`config.mk`:
```
export PLATFORM = sky130hd
export DESIGN_NAME = fnd_scan_ctrl
export DESIGN_NICKNAME = d
export VERILOG_FILES = /design/src/rtl/fnd_scan_ctrl.sv
export SDC_FILE = /design/constraint.sdc
export NUM_CORES = 1
export LEC_CHECK = 0
export ABC_AREA = 1
export BUFFER_PORTS_ARGS = -buffer_cell sky130_fd_sc_hd__buf_2
export CAP_MARGIN = 20
export CORE_UTILIZATION = 50
export CTS_BUF_LIST = sky130_fd_sc_hd__clkbuf_2
export DETAILED_ROUTE_END_ITERATION = 7
export GPL_TIMING_DRIVEN = 0
export PLACE_DENSITY = 0.71
export RECOVER_POWER = 100
export SLEW_MARGIN = 40
export SYNTH_ARGS = -nofsm -noshare
export SYNTH_HDL_FRONTEND = slang
export SYNTH_SLANG_ARGS = --single-unit
```
`constraint.sdc`:
```
create_clock -name i_clk -period 2.79 [get_ports i_clk]
set_input_delay 0 -clock i_clk [delete_from_list [all_inputs] [get_ports i_clk]]
set_output_delay 0 -clock i_clk [all_outputs]
set_load 0.02 [all_outputs]
```
`src/rtl/fnd_scan_ctrl.sv`:
```
// 4-digit multiplexed FND scan controller.
// A sequential double-dabble converter feeds the scanned display register.
module fnd_scan_ctrl #(
    parameter int DIGIT_PERIOD = 12000,
    parameter bit BLANK_LZ     = 1'b1
) (
    input  logic        i_clk,
    input  logic        i_reset,
    input  logic [13:0] i_value,
    input  logic        i_load,
    output logic        o_busy,
    output logic [3:0]  o_digit_sel,
    output logic [3:0]  o_fnd_data,
    output logic        o_fnd_en
);

    localparam int PW = (DIGIT_PERIOD > 2) ? $clog2(DIGIT_PERIOD) : 1;
    localparam logic [PW-1:0] PRE_LAST = PW'(DIGIT_PERIOD - 1);

    typedef enum logic [1:0] {
        S_IDLE,
        S_SHIFT,
        S_COMMIT
    } state_t;

    state_t         state_q, state_d;
    logic [13:0]    bin_q, bin_d;
    logic [15:0]    bcd_q, bcd_d;
    logic [3:0]     cnt_q, cnt_d;
    logic [15:0]    disp_q, disp_d;
    logic           busy_q, busy_d;
    logic [PW-1:0]  pre_q, pre_d;
    logic [1:0]     idx_q, idx_d;
    logic [3:0]     sel_q, sel_d;
    logic [3:0]     data_q, data_d;
    logic           en_q, en_d;
    logic [15:0]    adj;
    logic           upper_zero;

    always_comb begin
        adj = bcd_q;
        for (int i = 0; i < 4; i++) begin
            if (bcd_q[4*i +: 4] >= 4'd5) begin
                adj[4*i +: 4] = bcd_q[4*i +: 4] + 4'd3;
            end
        end
    end

    always_comb begin
        state_d = state_q;
        bin_d   = bin_q;
        bcd_d   = bcd_q;
        cnt_d   = cnt_q;
        disp_d  = disp_q;
        busy_d  = busy_q;
        unique case (state_q)
            S_IDLE: begin
                if (i_load) begin
                    bin_d   = (i_value > 14'd9999) ? 14'd9999 : i_value;
                    bcd_d   = '0;
                    cnt_d   = 4'd14;
                    busy_d  = 1'b1;
                    state_d = S_SHIFT;
                end
            end
            S_SHIFT: begin
                {bcd_d, bin_d} = {adj[14:0], bin_q, 1'b0};
                cnt_d = cnt_q - 4'd1;
                if (cnt_q == 4'd1) begin
                    state_d = S_COMMIT;
                end
            end
            S_COMMIT: begin
                disp_d  = bcd_q;
                busy_d  = 1'b0;
                state_d = S_IDLE;
            end
            default: begin
                busy_d  = 1'b0;
                state_d = S_IDLE;
            end
        endcase
    end

    // Leading-zero test covers the current digit and everything above it
    always_comb begin
        case (idx_q)
            2'd1:    upper_zero = (disp_q[15:4] == 12'd0);
            2'd2:    upper_zero = (disp_q[15:8] == 8'd0);
            2'd3:    upper_zero = (disp_q[15:12] == 4'd0);
            default: upper_zero = 1'b0;
        endcase
    end

    always_comb begin
        pre_d = pre_q + PW'(1);
        idx_d = idx_q;
        if (pre_q == PRE_LAST) begin
            pre_d = '0;
            idx_d = idx_q + 2'd1;
        end
        sel_d  = (pre_q == '0) ? 4'hF : ~(4'b0001 << idx_q);
        data_d = disp_q[4*idx_q +: 4];
        en_d   = !(BLANK_LZ && (idx_q != 2'd0) && upper_zero);
    end

    always_ff @(posedge i_clk or posedge i_reset) begin
        if (i_reset) begin
            state_q <= S_IDLE;
            bin_q   <= '0;
            bcd_q   <= '0;
            cnt_q   <= '0;
            disp_q  <= '0;
            busy_q  <= 1'b0;
            pre_q   <= '0;
            idx_q   <= '0;
            sel_q   <= 4'hF;
            data_q  <= '0;
            en_q    <= 1'b0;
        end else begin
            state_q <= state_d;
            bin_q   <= bin_d;
            bcd_q   <= bcd_d;
            cnt_q   <= cnt_d;
            disp_q  <= disp_d;
            busy_q  <= busy_d;
            pre_q   <= pre_d;
            idx_q   <= idx_d;
            sel_q   <= sel_d;
            data_q  <= data_d;
            en_q    <= en_d;
        end
    end

    assign o_busy      = busy_q;
    assign o_digit_sel = sel_q;
    assign o_fnd_data  = data_q;
    assign o_fnd_en    = en_q;

endmodule

```
==> flow_summary_export.csv <==
group,metric,value,unit
synth,synth_commonest_cells,"nand2_1 (138), dfrtp_1 (74), nor2_1 (69)",
synth,seq_area_frac_synth,0.504,
synth,yosysMostFrequentCell,"nand2_1",
setup_path,worstSetupPathType,"in2reg",
setup_path,startpoint,"i_value[5]",
placed_design,gp_congestion,0.925,
global_route,use_met2,0.380,
synth,synth_area_leaders,"dfrtp_1 (48%), nand2_1 (13%), nor2_1 (6.7%), o21ai_0 (5.8%), ha_1 (5.2%)",
detailed_routing,wl_per_cell,11.8,µm
run_status,violations,"capacitance limit, slew limit",
synth,ys_async_sr_fraction,1.00,
sta,rsz0062_at_grt,"false",
setup_path,cp_slowest_cell,"dlygate4sd3_1",
pwr,power_density,839,nW/µm²
global_route,grt_start_max_net_pins,42,
cells_and_area,layout.nets,584,
setup_path,cp.arrival,2620,ps
sta,tns,0,ps
global_route,grt.busiest_layer,"met2",
cts,path_clk_slew,200,ps
detailed_routing,vias,3312,
setup_path,cp.required,3220,ps
setup_path,crit_path_max_incr_delay,580,ps
sta,whs,364,ps
cts,cts_tree,"done",
synth,synth_fa_ha_area_frac,0.0515,
cts,clock_path_buffers,2,
floorplanning,ioPinCount,27,
synth,synth_compound_area_frac,0.0937,
detailed_routing,ant_nets,0,
synth,synth_enable_flop_cells,0,
floorplanning,die-area,8130,µm²
sta,setup_viol,0,
synth,syn_inst,482,
detailed_routing,wirelength,7740,µm
sta,fmax,456,MHz
global_route,grt_pass1_vias,3369,
run_status,status,"complete, but fails checks",
sta,finalCriticalPeriod,2190,ps
detailed_routing,drc,0,
synth,ys_warn_count,0,
synth,yosys.area.top_type,"dfrtp_1",
global_route,antenna_found_initial,0,
sta,worstMarginPinSlew,1650,ps
floorplanning,coreArea,7370,µm²
global_route,grtUsageTotal,0.215,
placed_design,dpl.cell_count,608,
synth,synth.avg_cell_area,8.06,µm²
synth,synth_simple_gate_area_frac,0.262,
sta,slew_headroom,-0.107,
cells_and_area,fin_util,0.615,
cells_and_area,area_growth,16.7,%
cells_and_area,drive_gt1_frac,0.0721,
cts,cts.sinks,78,
cts,cts_buffers,9,
sta,finClkSkew,16.7,ps
synth,yosys.area.top_type_share,0.477,
global_route,grt_use_met3,0.0558,
cts,cts_setup_buffers,0,
synth,yosys_most_used_dff,"dfrtp_1",
sta,min_period_over_period,0.786,
pwr,ir_drop,0.463,mV
synth,synth_nets,515,
synth,synth_top_family_by_area,"simple AND/OR/NAND/NOR gates",
synth,synthesis.area,3880,µm²
floorplanning,initial_utilization,0.527,
floorplanning,fp-row-count,31,
setup_path,crit_top_cell,"nand2_1",
placed_design,numPortBuffers,26,
global_route,grt_pass1_wl,14100,µm
hold_path,hold_path_class,"in2reg",
cts,htreeDepth,3,
setup_path,worstSetupStartpointType,"primary input",
floorplanning,die_y,90.1,µm
cts,cts_resized,0,
setup_path,crit_path_max_fanout,10,
floorplanning,die_x,90.1,µm
synth,synthXorXnorAreaFrac,0.0203,
cells_and_area,final_cells,654,
synth,ys_seq_elements,78,
cells_and_area,num_antenna_cells,0,
setup_path,worstPathCellList,"dlygate4sd3_1 -> buf_2 -> nor2_1 -> nand2_1 -> nand2_1 -> nand2_1 -> nand2_1 -> clkbuf_1 -> nand2_1 -> dlygate4sd3_1 -> nand2_1 -> dlygate4sd3_1 -> nand2_1",
pwr,power.total,3.80,mW
placed_design,dp_slack,1100,ps
setup_path,end_kind,"flop",
cts,ctsRootBufferMaster,"clkbuf_2",
cells_and_area,final_area,4530,µm²
placed_design,hpwl,5490,µm
run,cap_violations,1,
global_route,grt_util_met1,0.251,
sta,final_max_slew_viol_count,38,
sta,final_hold_viol_count,0,
detailed_routing,avgViaCountPerCell,5.06,
cts,cts-hold-fix-buffers,31,
global_route,grt_remaining_overflow,0,
synth,synth.distinct_cells,30,
hold_path,hold_path.startpoint,"i_load",
pwr,p_leak,2.19,nW
placed_design,dpl_cell_area,4160,µm²
cts,clk-insertion-delay-late,510,ps
detailed_routing,first_pass_iters,4,
cells_and_area,n_fill_cell,663,
detailed_routing,drt_iter0_drc,178,
sta,timing.final.ws_setup,597,ps
setup_path,r2r_start,"pre_q[0]$_DFF_PP0_",
synth,synthMuxAreaShare,0,
## final cells by class
class / count / area, µm² / area share
multi-input combinational: 341 / 1640 / 0.361
tap: 99 / 124 / 0.0273
timing repair buffer: 58 / 448 / 0.0988
inverter: 50 / 190 / 0.0420
buffer: 13 / 51.3 / 0.0113
sequential: 78 / 1960 / 0.432
clock buffer: 10 / 50.0 / 0.0110
clock inverter: 5 / 75.1 / 0.0166
## worst max-delay path: cells and delay by family
kind,cells,cell delay (ps)
buf+inv,5,2090
simple gates,8,550
## registers in the layout, indices dropped and copies added (netlist names), 4 cells and up
signal / count
o_digit_sel: 4
cnt_q: 4
o_fnd_data: 4
disp_q: 16
pre_q: 14
bcd_q: 16
bin_q: 14
## path summary, 6_finish.rpt
kind                                    endpoint  slack (ps)  depth (start not counted)
max                         bin_q[0]$_DFFE_PP0P_         600                         13
min                           o_busy$_DFFE_PP0P_         360                          4
max reg2reg                  pre_q[11]$_DFF_PP0_         710                          7
min reg2reg                 bin_q[1]$_DFFE_PP0P_         510                          2
max in group asynchronous  bcd_q[12]$_DFFE_PP0P_        1000                          5
min in group asynchronous   cnt_q[3]$_DFFE_PP0P_         950                          4
## metal layers
metal,routed length (µm),vias to the layer above
li1,-,1667
met1,3490,1566
met2,3770,65
met3,336,14
met4,141,0
met5,0,-
## where the power goes
part / internal, mW / leakage [nW] / switching, mW
sequential: 1.51 / 0.953 / 0.245
clock: 0.290 / 0.0731 / 0.373
combinational: 0.532 / 1.16 / 0.856
## cell usage in the layout (no fill, tap or decap), drive strengths merged, types with 4 or more instances in the layout
master       Yosys  routed
clkbuf           4      31
buf              9      19
xor2             8       8
dfstp            4       4
nor2            73      73
clkinv           1       4
o21ai           46      46
inv             49      46
nand3           27      27
nand2          140     140
a22oi            5       5
o22ai           10      10
a21oi            5       5
dlygate4sd3      0      31
ha              16      16
dfrtp           74      74
## cell families after synthesis
family | Yosys count
flip-flops | 78
AND/OR/NAND/NOR | 249
AO/OA/AOI/OAI | 67
adder cells (fa/ha/maj) | 16
buffers and inverters | 63
XOR/XNOR | 9
(Power assumes the default switching activity.)
